**config.mk**
```make
export PLATFORM = sky130hd
export DESIGN_NAME = serial_adder_core_flat
export DESIGN_NICKNAME = d
export VERILOG_FILES = /design/src/rtl/serial_adder_core_if.sv /design/src/rtl/serial_adder_core.sv /design/src/flat_wrapper.sv
export SDC_FILE = /design/constraint.sdc
export NUM_CORES = 1
export LEC_CHECK = 0
export BUFFER_PORTS_ARGS = -buffer_cell sky130_fd_sc_hd__buf_2
export CELL_PAD_IN_SITES_DETAIL_PLACEMENT = 0
export CELL_PAD_IN_SITES_GLOBAL_PLACEMENT = 1
export CORE_UTILIZATION = 46
export DETAILED_ROUTE_END_ITERATION = 10
export PLACE_DENSITY = 0.86
export SLEW_MARGIN = 5
export SYNTH_ARGS = -nofsm -noshare
export SYNTH_HDL_FRONTEND = slang
export SYNTH_SLANG_ARGS = --single-unit
```
**constraint.sdc**
```tcl
create_clock -name clk -period 2.6 [get_ports clk]
set_input_delay 0.39 -clock clk [delete_from_list [all_inputs] [get_ports clk]]
set_output_delay 0.39 -clock clk [all_outputs]
set_load 0.01 [all_outputs]
```
**src/rtl/serial_adder_core_if.sv**
```systemverilog
// Request/response bundle between a requester and serial_adder_core.
// The requester drives operands and control; the core returns status and result.
interface serial_adder_core_if #(
    parameter int WIDTH = 8
);
    logic             start;
    logic [1:0]       mode;
    logic [WIDTH-1:0] a;
    logic [WIDTH-1:0] b;
    logic             cin;
    logic             busy;
    logic             done;
    logic [WIDTH-1:0] sum;
    logic             cout;
    logic             ovf;

    modport master (
        output start, mode, a, b, cin,
        input  busy, done, sum, cout, ovf
    );

    modport slave (
        input  start, mode, a, b, cin,
        output busy, done, sum, cout, ovf
    );
endinterface

```
**src/rtl/serial_adder_core.sv**
```systemverilog
// Digit-serial adder/subtractor/accumulator: DIGIT bits per enabled clock, LSB first,
// with a registered carry between digits. One result every WIDTH/DIGIT enabled cycles.
module serial_adder_core #(
    parameter int WIDTH = 8,
    parameter int DIGIT = 2
) (
    input  logic                 clk,
    input  logic                 rst_n,
    input  logic                 ena,
    serial_adder_core_if.slave   bus
);
    localparam int STEPS = WIDTH / DIGIT;
    localparam int CNT_W = (STEPS > 1) ? $clog2(STEPS) : 1;

    localparam logic [1:0] MODE_ADD = 2'b00;
    localparam logic [1:0] MODE_SUB = 2'b01;
    localparam logic [1:0] MODE_ACC = 2'b10;

    generate
        if (DIGIT < 1 || (WIDTH % DIGIT) != 0) begin : g_bad_digit
            $error("serial_adder_core: WIDTH must be an integer multiple of DIGIT");
        end
    endgenerate

    typedef enum logic [1:0] {
        S_IDLE = 2'b00,
        S_RUN  = 2'b01,
        S_DONE = 2'b10
    } state_e;

    state_e             state_q, state_d;
    logic [WIDTH-1:0]   x_q, x_d;
    logic [WIDTH-1:0]   y_q, y_d;
    logic [WIDTH-1:0]   part_q, part_d;
    logic               carry_q, carry_d;
    logic [CNT_W-1:0]   cnt_q, cnt_d;
    logic               acc_op_q, acc_op_d;
    logic [WIDTH-1:0]   acc_q, acc_d;
    logic [WIDTH-1:0]   sum_q, sum_d;
    logic               cout_q, cout_d;
    logic               ovf_q, ovf_d;

    // One digit of the ripple: DIGIT result bits plus carry-out in the top bit.
    logic [DIGIT:0]       digit_sum;
    logic                 carry_into_msb;
    logic [WIDTH+DIGIT-1:0] part_cat;
    logic [WIDTH-1:0]     part_next;

    assign digit_sum = {1'b0, x_q[DIGIT-1:0]}
                     + {1'b0, y_q[DIGIT-1:0]}
                     + {{DIGIT{1'b0}}, carry_q};

    // Sum bit = x ^ y ^ carry-in, so the carry into the digit's top bit is recoverable.
    // On the final step that top bit is the word MSB, which is what ovf needs.
    assign carry_into_msb = x_q[DIGIT-1] ^ y_q[DIGIT-1] ^ digit_sum[DIGIT-1];

    assign part_cat  = {digit_sum[DIGIT-1:0], part_q};
    assign part_next = part_cat[WIDTH+DIGIT-1:DIGIT];

    always_comb begin
        // NOTE: every _d gets its hold value first, so no path can leave one unassigned
        // and infer a latch.
        state_d  = state_q;
        x_d      = x_q;
        y_d      = y_q;
        part_d   = part_q;
        carry_d  = carry_q;
        cnt_d    = cnt_q;
        acc_op_d = acc_op_q;
        acc_d    = acc_q;
        sum_d    = sum_q;
        cout_d   = cout_q;
        ovf_d    = ovf_q;

        if (ena) begin
            case (state_q)
                S_IDLE, S_DONE: begin
                    state_d = S_IDLE;
                    if (bus.start) begin
                        cnt_d    = '0;
                        part_d   = '0;
                        acc_op_d = (bus.mode == MODE_ACC);
                        state_d  = S_RUN;
                        case (bus.mode)
                            MODE_ADD: begin
                                x_d     = bus.a;
                                y_d     = bus.b;
                                carry_d = bus.cin;
                            end
                            MODE_SUB: begin
                                x_d     = bus.a;
                                y_d     = ~bus.b;
                                carry_d = 1'b1;
                            end
                            MODE_ACC: begin
                                x_d     = acc_q;
                                y_d     = bus.a;
                                carry_d = bus.cin;
                            end
                            default: begin
                                sum_d   = '0;
                                acc_d   = '0;
                                cout_d  = 1'b0;
                                ovf_d   = 1'b0;
                                state_d = S_DONE;
                            end
                        endcase
                    end
                end

                S_RUN: begin
                    x_d     = x_q >> DIGIT;
                    y_d     = y_q >> DIGIT;
                    part_d  = part_next;
                    carry_d = digit_sum[DIGIT];
                    cnt_d   = cnt_q + CNT_W'(1);
                    if (cnt_q == CNT_W'(STEPS - 1)) begin
                        sum_d   = part_next;
                        cout_d  = digit_sum[DIGIT];
                        ovf_d   = carry_into_msb ^ digit_sum[DIGIT];
                        if (acc_op_q) begin
                            acc_d = part_next;
                        end
                        state_d = S_DONE;
                    end
                end

                default: state_d = S_IDLE;
            endcase
        end
    end

    // Shift registers and carry are reset too, so an aborted run leaves nothing behind.
    always_ff @(posedge clk or negedge rst_n) begin
        if (!rst_n) begin
            state_q  <= S_IDLE;
            x_q      <= '0;
            y_q      <= '0;
            part_q   <= '0;
            carry_q  <= 1'b0;
            cnt_q    <= '0;
            acc_op_q <= 1'b0;
            acc_q    <= '0;
            sum_q    <= '0;
            cout_q   <= 1'b0;
            ovf_q    <= 1'b0;
        end else begin
            // NOTE: non-blocking so every register samples the pre-edge value of the others.
            state_q  <= state_d;
            x_q      <= x_d;
            y_q      <= y_d;
            part_q   <= part_d;
            carry_q  <= carry_d;
            cnt_q    <= cnt_d;
            acc_op_q <= acc_op_d;
            acc_q    <= acc_d;
            sum_q    <= sum_d;
            cout_q   <= cout_d;
            ovf_q    <= ovf_d;
        end
    end

    assign bus.busy = (state_q == S_RUN);
    assign bus.done = (state_q == S_DONE);
    assign bus.sum  = sum_q;
    assign bus.cout = cout_q;
    assign bus.ovf  = ovf_q;

endmodule

```
**src/flat_wrapper.sv**
```systemverilog
// flat-port wrapper written by rule: the top's interface ports become plain ports
module serial_adder_core_flat 
#(
    parameter int WIDTH = 8,
    parameter int DIGIT = 2
)
  (clk, rst_n, ena, bus_start, bus_mode, bus_a, bus_b, bus_cin, bus_busy, bus_done, bus_sum, bus_cout, bus_ovf);
  serial_adder_core_if #(.WIDTH(WIDTH)) bus_i ();
  input  logic clk;
  input  logic rst_n;
  input  logic ena;
  input wire logic [$bits(bus_i.start)-1:0] bus_start;
  input wire logic [$bits(bus_i.mode)-1:0] bus_mode;
  input wire logic [$bits(bus_i.a)-1:0] bus_a;
  input wire logic [$bits(bus_i.b)-1:0] bus_b;
  input wire logic [$bits(bus_i.cin)-1:0] bus_cin;
  output wire logic [$bits(bus_i.busy)-1:0] bus_busy;
  output wire logic [$bits(bus_i.done)-1:0] bus_done;
  output wire logic [$bits(bus_i.sum)-1:0] bus_sum;
  output wire logic [$bits(bus_i.cout)-1:0] bus_cout;
  output wire logic [$bits(bus_i.ovf)-1:0] bus_ovf;
  assign bus_i.start = bus_start;
  assign bus_i.mode = bus_mode;
  assign bus_i.a = bus_a;
  assign bus_i.b = bus_b;
  assign bus_i.cin = bus_cin;
  assign bus_busy = bus_i.busy;
  assign bus_done = bus_i.done;
  assign bus_sum = bus_i.sum;
  assign bus_cout = bus_i.cout;
  assign bus_ovf = bus_i.ovf;
  serial_adder_core #(.WIDTH(WIDTH), .DIGIT(DIGIT)) u_core (.clk(clk), .rst_n(rst_n), .ena(ena), .bus(bus_i));
endmodule
```
==> results of run 1 <==
registers in the layout, summed over array words and instances, names as in the netlist:
signal / cells
u_core.acc_op_q: 1
u_core.acc_q: 8
u_core.bus.cout: 1
u_core.bus.ovf: 1
u_core.bus.sum: 8
u_core.carry_q: 1
u_core.cnt_q: 2
u_core.part_q: 6
u_core.state_q: 2
u_core.x_q: 8
u_core.y_q: 8
cells in the mapped netlist (5+ instances only):
| cell | number |
|---|---|
| dfrtp_1 | 46 |
| mux2_2 | 36 |
| nor2_1 | 14 |
| inv_1 | 11 |
| a22o_1 | 7 |
| ha_1 | 7 |
| mux2i_1 | 7 |
| nand2_1 | 7 |
| a2111oi_0 | 6 |
| nor2b_1 | 6 |
| nor3_1 | 6 |
| o41ai_1 | 6 |
| o41ai_2 | 6 |
| and2_1 | 5 |
layer usage:
metal	vias to the layer above	part of all wire (%)
met2	30	47
met5	-	0
met1	908	47
met3	13	2.7
li1	853	-
met4	0	2.9
path summary, 6_finish.rpt:
kind | from | endpoint | slack, ps | depth (start not counted)
max reg2reg | u_core.state_q[0] | u_core.part_q[4] | 390 | 5
max | u_core.state_q[0] | bus_busy | 250 | 5
min reg2reg | u_core.bus.ovf | u_core.bus.ovf | 490 | 1
min | rst_n | u_core.bus.sum[4] | 30 | 1
max in group asynchronous | rst_n | u_core.part_q[5] | 1860 | 2
min in group clk | ena | u_core.state_q[1] | 410 | 2
kinds of logic after synthesis:
kind of cell	synth area share, %
AND/OR/NAND/NOR	10.29
flip-flops	45.30
multiplexers	18.71
AO/OA/AOI/OAI	14.82
buffers and inverters	5.170
adder cells (fa/ha/maj)	5.022
XOR/XNOR	0.6894
final cells by class:
cell class              count  area (um2)
fillers                   467        2322
flip-flops and latches     46        1151
multi-input cells         142        1259
inverters                  12       45.04
clock inverters             2       12.51
clock buffers               6       82.58
repair buffers             44       245.2
well taps                  70       87.58
worst max-delay path, cell delays in order (launching register included):
cell and delay, ps:
dfrtp_1 400, buf_4 170, or2b_1 170, clkinv_1 410, buf_4 360, buf_2 150
power by group through the flow:
| stage | registers (mW) | clock network [mW] | logic, mW |
|---|---|---|---|
| after floorplan | 1.18 | 0 | 1.06 |
| after global placement | 1.20 | 0 | 1.39 |
| after detailed placement | 1.21 | 0 | 1.42 |
| after CTS | 1.19 | 0.473 | 1.43 |
| after global routing | 1.23 | 0.497 | 1.56 |
| final | 1.19 | 0.461 | 1.41 |
through the flow:
stage / std cells / total power [mW] / utilization [%]
after global routing: 322 / 3.283 / 55.38
after CTS: 322 / 3.094 / 55.38
final: 322 / 3.067 / 55.38
after global placement: 314 / 2.589 / 53.56
after detailed placement: 314 / 2.626 / 53.56
after floorplan: 213 / 2.237 / -
==> flow_summary.json, run 1 <==
{
  "grt_antenna_before_repair": 0,
  "grt_setup_unrepaired": "no",
  "grt-ovfl-total": 0,
  "vias_per_cell": 5.602,
  "ctsResizeCount": 0,
  "worst_hold_slack_ps": 28.00,
  "finalNetCount": 283,
  "hold_violations": 0,
  "ys.flop_type": "dfrtp_1",
  "coreArea_mm2": 0.005205,
  "port_buffers": 34,
  "use_met3_pct": 3.234,
  "endpoint_kind": "output pin",
  "fin_setup_tns_ps": 0,
  "ys_seq_area_share_pct": 45.30,
  "final.setup.worst_slack_ps": 247.4,
  "io_pins": 35,
  "crit_type": "reg -> out",
  "start_util_pct": 48.82,
  "power_density_mw_per_mm2": 1064,
  "grt_pass1_wl_mm": 8.776,
  "drt-total-wl_mm": 5.288,
  "worstPathRequired_ps": 2210,
  "grt_pass1_vias": 1755,
  "ir_drop_mv": 0.4805,
  "final_cell_mix": "dfrtp_1 (46), mux2_2 (36), buf_2 (34)",
  "met1_usage_pct": 26.88,
  "ys_top_cells_by_area": "dfrtp_1 (45%), mux2_2 (16%), o41ai_2 (3.8%)",
  "ys_async_sr_fraction_pct": 100.0,
  "internal_power_mw": 1.934,
  "postCtsHoldBufs": 0,
  "synth_cells": 213,
  "slew_headroom_pct": 28.98,
  "synthesis.area_mm2": 0.002541,
  "swShare_pct": 36.95,
  "vias": 1804,
  "drive_gt1_share_pct": 39.68,
  "grtUsageTotal_pct": 19.63,
  "synth-seq-cells": 46,
  "setup_violations": 0,
  "clock_latency_ps": 310,
  "leakage_nw": 1.390,
  "yosys.area.top_type_share_pct": 45.30,
  "dpl.hpwl_mm": 3.853,
  "finalClockSkew_ps": 5.456,
  "drtAntennaViolNets": 0,
  "arrival_ps": 1960,
  "wl_per_cell_um": 16.42,
  "met2_usage_pct": 29.73,
  "synthDistinctLibCells": 40,
  "cts_root_buf": "clkbuf_8",
  "min_period_over_period_pct": 90.48,
  "cts_tree": "done",
  "p_comb_share_pct": 46.0,
  "hold_path_class": "in -> async",
  "die_h_um": 76.33,
  "cts_buffers": 5,
  "h-tree-depth": 2,
  "cts.reportedPaths.clkPinSlew_ps": 80,
  "syn_nets": 245,
  "seq_power_share_pct": 38.9,
  "avgSynthCellArea_um2": 11.93,
  "start_kind": "flop",
  "finalInstanceArea_mm2": 0.002883,
  "p_sw_mw": 1.133,
  "drt_iter0_drc": 117,
  "drcViolationCount": 0,
  "layout_commonest_cell": "dfrtp_1",
  "postCtsSetupRepairBufs": 0,
  "place_area_mm2": 0.002788,
  "die_area_mm2": 0.005826,
  "cts.path.max_buffers": 2,
  "dp_slack_ps": 18.47,
  "tightestPinTransition_ps": 1056,
  "synth_edf_count": 0,
  "first_pass_iters": 4,
  "yosysTopAreaCell": "dfrtp_1",
  "grt_busiest_layer": "met2",
  "cp_max_fo": 18,
  "fin_crit_ps": 2353,
  "fmax_mhz": 425.1,
  "die_x_um": 76.33,
  "synth_warnings": 0,
  "area_growth_pct": 13.44,
  "antennaDiodeCount": 0,
  "cts.sinks": 46,
  "cap_violations": 0,
  "place_congestion": 0.8329,
  "num_rows": 26,
  "grt_max_degree": 28,
  "clkPwrFrac_pct": 15.0,
  "status": "finished, final reports clean",
  "drv_slew": 0
}
(Power assumes the default switching activity.)
==> run 2, diff against run 1 <==
--- a/constraint.sdc
+++ b/constraint.sdc
@@ -3,2 +3,2 @@
 set_output_delay 0.39 -clock clk [all_outputs]
-set_load 0.01 [all_outputs]
+set_load 0.1 [all_outputs]
==> run 2 against run 1 <==
Compared with the run above:
- routed wire length decreased by 0.66%
- first-iteration DRC count rose by 43%
- fmax increased by 2.8%
- utilization rose by 0.48 points
- die area stayed put
- non-clock buffer count increased by 1
- register-to-register slack worse by 80 ps
- cell count rose by 0.31%
- highest routed layer unchanged
==> flow_summary.json, run 2 (same netlist as run 1, synthesis figures left out) <==
{
  "status": "finished, final reports clean",
  "dp_cells": 315,
  "vias_per_cell": 5.582,
  "die_h_um": 76.33,
  "cts_tree": "done",
  "internal_power_mw": 2.011,
  "drv_slew": 0,
  "hold_path_class": "in -> async",
  "met1_usage_pct": 26.26,
  "coreArea_mm2": 0.005205,
  "grt_setup_unrepaired": "no",
  "grt_busiest_layer": "met2",
  "cts_root_buf": "clkbuf_8",
  "tightestPinTransition_ps": 1015,
  "worstSetupStartpoint": "u_core.state_q[0]",
  "start_util_pct": 48.82,
  "postCtsHoldBufs": 0,
  "dpl.hpwl_mm": 3.967,
  "hold_violations": 0,
  "p_sw_mw": 1.669,
  "postCtsSetupRepairBufs": 0,
  "ctsResizeCount": 0,
  "clock_latency_ps": 300,
  "h-tree-depth": 2,
  "wl_per_cell_um": 16.26,
  "grt_antenna_before_repair": 0,
  "drt-total-wl_mm": 5.253,
  "layout_commonest_cell": "dfrtp_1",
  "place_congestion": 0.8397,
  "cts.sinks": 46,
  "r2r_cells": 4,
  "grt_pass1_wl_mm": 8.756,
  "fin_setup_tns_ps": 0,
  "finalNetCount": 284,
  "crit_type": "reg -> reg",
  "drt_iter0_drc": 167,
  "swShare_pct": 45.36,
  "arrival_ps": 2480,
  "die_x_um": 76.33,
  "seq_power_share_pct": 32.8,
  "num_rows": 26,
  "place_area_mm2": 0.002795,
  "total_power_mw": 3.680,
  "r2r_slack_ps": 310,
  "fin_crit_ps": 2288,
  "area_growth_pct": 14.43,
  "leakage_nw": 1.406,
  "grt-ovfl-total": 0,
  "worst_hold_slack_ps": 9.773,
  "met2_usage_pct": 30.72,
  "grt_pass1_vias": 1770,
  "drcViolationCount": 0,
  "drtAntennaViolNets": 0,
  "endpoint_kind": "flop",
  "cts.reportedPaths.clkPinSlew_ps": 90,
  "port_buffers": 34,
  "cts.path.max_buffers": 2,
  "start_kind": "flop",
  "slew_headroom_pct": 31.72,
  "vias": 1803,
  "cts_buffers": 5,
  "grtUsageTotal_pct": 19.21,
  "worstReg2RegEnd": "u_core.y_q[6]",
  "finalClockSkew_ps": 6.735,
  "regToRegStartpoint": "u_core.state_q[0]",
  "first_pass_iters": 4,
  "min_period_over_period_pct": 87.98,
  "io_pins": 35,
  "finalInstanceArea_mm2": 0.002908,
  "die_area_mm2": 0.005826,
  "fill_cells": 477,
  "drive_gt1_share_pct": 39.92,
  "power_density_mw_per_mm2": 1266,
  "use_met3_pct": 4.671,
  "p_comb_share_pct": 52.8,
  "ir_drop_mv": 0.6428,
  "finalNonFillerCells": 323,
  "final_cell_mix": "dfrtp_1 (46), mux2_2 (36), buf_2 (34)",
  "clkPwrFrac_pct": 14.3,
  "cp_max_fo": 11,
  "antennaDiodeCount": 0,
  "setup_violations": 0,
  "worstPathRequired_ps": 2790,
  "fmax_mhz": 437.2,
  "cap_violations": 0,
  "grt_max_degree": 20
}
==> run 2: changes by cell type in the layout (fill, tap and decap cells not counted), sizes merged <==
cell      change
buf           +1
bufinv        +1
clkbuf        -1
clkinvlp      -1
inv           +1
==> run 2: power groups by stage <==
stage	clock (mW)	combinational [mW]	sequential (mW)
2_1_floorplan	0	1.14	1.61
3_3_place_gp	0	1.91	1.21
3_5_place_dp	0	1.94	1.22
4_1_cts	0.547	1.96	1.21
5_1_grt	0.581	2.06	1.25
6_report	0.528	1.94	1.21
==> run 2: worst max-delay path by stage <==
stage	endpoint	slack, ps	cells past startpoint
after global placement	u_core.y_q[6]	190	7
after global routing	u_core.x_q[6]	180	4
final	u_core.y_q[6]	310	4
after CTS	bus_busy	300	3
after detailed placement	u_core.y_q[6]	90	7
after floorplan	u_core.y_q[0]	170	7
==> run 2: cell type report <==
type	instances	area, um2	share of cell area, %
clock buffers	5	68.82	2.367
flip-flops and latches	46	1151	39.59
clock inverters	3	43.79	1.506
repair buffers	45	252.7	8.692
multi-input cells	142	1259	43.29
inverters	12	45.04	1.549
well taps	70	87.58	3.012
==> run 2: stage by stage <==
| stage | worst slack [ps] | util (%) |
|---|---|---|
| 6_report | 312.5 | 55.87 |
| 3_5_place_dp | 91.65 | 53.70 |
| 2_1_floorplan | 171.0 | - |
| 4_1_cts | 304.7 | 55.87 |
| 3_3_place_gp | 193.7 | 53.70 |
| 5_1_grt | 184.3 | 55.87 |
==> run 2: routing by layer <==
layer / up-vias / share of wire [%]
li1: 865 / -
met3: 6 / 3.3
met4: 0 / 0.97
met2: 35 / 49
met1: 897 / 47
met5: - / 0
==> run 2: worst max-delay path, cell delays in order (launching register included) <==
cell and delay (ps):
dfrtp_1 500, nor4_1 910, or4_1 240, buf_4 190, mux2_2 340
==> run 3, diff against run 2 <==
Settings changed: ABC_AREA set to 1, CORE_MARGIN set to 2, CORE_UTILIZATION 46 to 42.
==> run 3 against run 2 <==
Compared with the run above:
- non-clock buffer count is 8 lower
- worst hold slack better by 24 ps
- fmax is 16% higher
- clock-buffer cell count stayed put
- cell count is 42% higher
- via count is 22% higher
- global-route usage is 1.5 points lower
- combinational power is 30% lower
- highest routed layer unchanged
==> flow_summary.json, run 3 <==
{
  "status": "finished, final reports clean",
  "final_cell_mix": "nand2_1 (132), dfrtp_1 (46), inv_1 (37)",
  "final.setup.worst_slack_ps": 626.3,
  "vias": 2196,
  "die_h_um": 83.64,
  "cp_max_fo": 10,
  "grt_max_degree": 37,
  "layout_commonest_cell": "nand2_1",
  "hold_violations": 0,
  "cap_violations": 0,
  "start_util_pct": 42.68,
  "drt_iter0_drc": 151,
  "place_area_mm2": 0.002856,
  "setup_violations": 0,
  "cts.sinks": 46,
  "regToRegStartpoint": "u_core.carry_q",
  "drv_slew": 0,
  "drtAntennaViolNets": 0,
  "grtUsageTotal_pct": 17.73,
  "cts_tree": "done",
  "r2r_slack_ps": 700,
  "cts_root_buf": "clkbuf_8",
  "ys_seq_area_share_pct": 43.21,
  "wl_per_cell_um": 12.64,
  "die_x_um": 83.64,
  "h-tree-depth": 2,
  "avgSynthCellArea_um2": 7.611,
  "worstPathRequired_ps": 2210,
  "postCtsSetupRepairBufs": 0,
  "fill_cells": 658,
  "synth_edf_count": 0,
  "postCtsHoldBufs": 0,
  "grt_antenna_before_repair": 0,
  "synth_cells": 350,
  "r2r_cells": 6,
  "cts.reportedPaths.clkPinSlew_ps": 100,
  "fin_setup_tns_ps": 0,
  "cts.path.max_buffers": 2,
  "leakage_nw": 1.582,
  "fmax_mhz": 506.7,
  "start_kind": "flop",
  "power_density_mw_per_mm2": 979.5,
  "synth_commonest_cells": "nand2_1 (132), dfrtp_1 (46), inv_1 (37), nor2_1 (30), nand3_1 (18)",
  "grt_setup_unrepaired": "no",
  "drt-total-wl_mm": 5.804,
  "worstReg2RegEnd": "u_core.acc_q[7]",
  "endpoint_kind": "output pin",
  "yosys.area.top_type_share_pct": 43.21,
  "grt-ovfl-total": 0,
  "synth-seq-cells": 46,
  "ir_drop_mv": 0.4110,
  "crit_type": "reg -> out",
  "hold_path_class": "in -> async",
  "first_pass_iters": 4,
  "ys_async_sr_fraction_pct": 100.0,
  "io_pins": 35,
  "port_buffers": 34,
  "ys.flop_type": "dfrtp_1",
  "vias_per_cell": 4.784,
  "dpl.hpwl_mm": 4.239,
  "area_growth_pct": 10.62,
  "yosysTopAreaCell": "dfrtp_1",
  "drive_gt1_share_pct": 19.11,
  "antennaDiodeCount": 0,
  "num_rows": 29,
  "place_congestion": 0.8093,
  "dp_slack_ps": 695.0,
  "finalInstanceArea_mm2": 0.002947,
  "ys_top_cells_by_area": "dfrtp_1 (43%), nand2_1 (19%), inv_1 (5.2%)",
  "slew_headroom_pct": 54.73,
  "synthDistinctLibCells": 28,
  "min_period_over_period_pct": 75.91,
  "drcViolationCount": 0,
  "tightestPinTransition_ps": 676.7,
  "finalNetCount": 413,
  "yosysMostFrequentCell": "nand2_1",
  "clock_latency_ps": 310,
  "cts_buffers": 5,
  "ctsResizeCount": 0,
  "synth_warnings": 0,
  "arrival_ps": 1580,
  "grt_pass1_wl_mm": 10.09,
  "synthesis.area_mm2": 0.002664,
  "syn_nets": 382,
  "worst_hold_slack_ps": 33.67,
  "coreArea_mm2": 0.006241,
  "grt_pass1_vias": 2111,
  "finalClockSkew_ps": 9.997,
  "die_area_mm2": 0.006996,
  "fin_crit_ps": 1974
}
-- run 3: worst max path at each step --
stage | end | cells past startpoint | startpoint | slack, ps
2_1_floorplan | bus_done | 2 | u_core.state_q[0] | 450
3_3_place_gp | u_core.acc_q[7] | 6 | u_core.carry_q | 780
5_1_grt | bus_busy | 3 | u_core.state_q[0] | 560
4_1_cts | bus_busy | 3 | u_core.state_q[0] | 630
6_report | bus_busy | 3 | u_core.state_q[0] | 630
3_5_place_dp | u_core.acc_q[7] | 6 | u_core.carry_q | 700
-- run 3: cell families (layout without fill, tap and decap cells) --
kind of cell               after synthesis  count (layout)  share of synthesized area (%)
AOI/OAI and AO/OA                       32              32                          7.234
xor gates and xnor gates                 2               2                         0.6577
buffers and inverters                   52              84                          9.112
and+or+nand+nor                        209             209                          34.99
adders and majority gates                9               9                          4.791
DFF                                     46              46                          43.21
-- run 3: layout make-up --
class	count	area [um2]	area share [%]
clock buffer	5	68.82	2.335
clock inverter	3	21.27	0.7219
inverter	39	146.4	4.968
multi-input combinational	252	1270	43.10
sequential	46	1151	39.07
tap	77	96.34	3.270
timing repair buffer	37	192.7	6.539
-- run 3: where the power goes --
group          internal [mW]  total (mW)  switching [mW]  leakage (nW)
sequential             0.933        1.08           0.151         0.610
clock                  0.189       0.454           0.265        0.0441
combinational          0.397        1.35           0.951         0.928
-- run 3: through the flow --
stage                     utilization [%]  total power, mW  std cells
final                               47.21            2.886        459
after global routing                47.21            3.105        459
after CTS                           47.21            2.911        459
after detailed placement            45.77            2.446        451
after global placement              45.77            2.413        451
after floorplan                         -            2.195        350
-- run 3: layer usage --
layer	part of all wire (%)	up-vias	wire length, um	track usage, %
met5	0	-	0	0
met4	1.7	0	99	5.865
met3	3.2	9	186	3.561
met2	47	28	2711	28.00
met1	48	1011	2805	24.48
li1	-	1148	-	-
-- run 3: worst max-delay path: stages, from the launching register on --
cell,delay [ps]
dfrtp_1,600
inv_2,100
nor2_4,140
buf_2,440
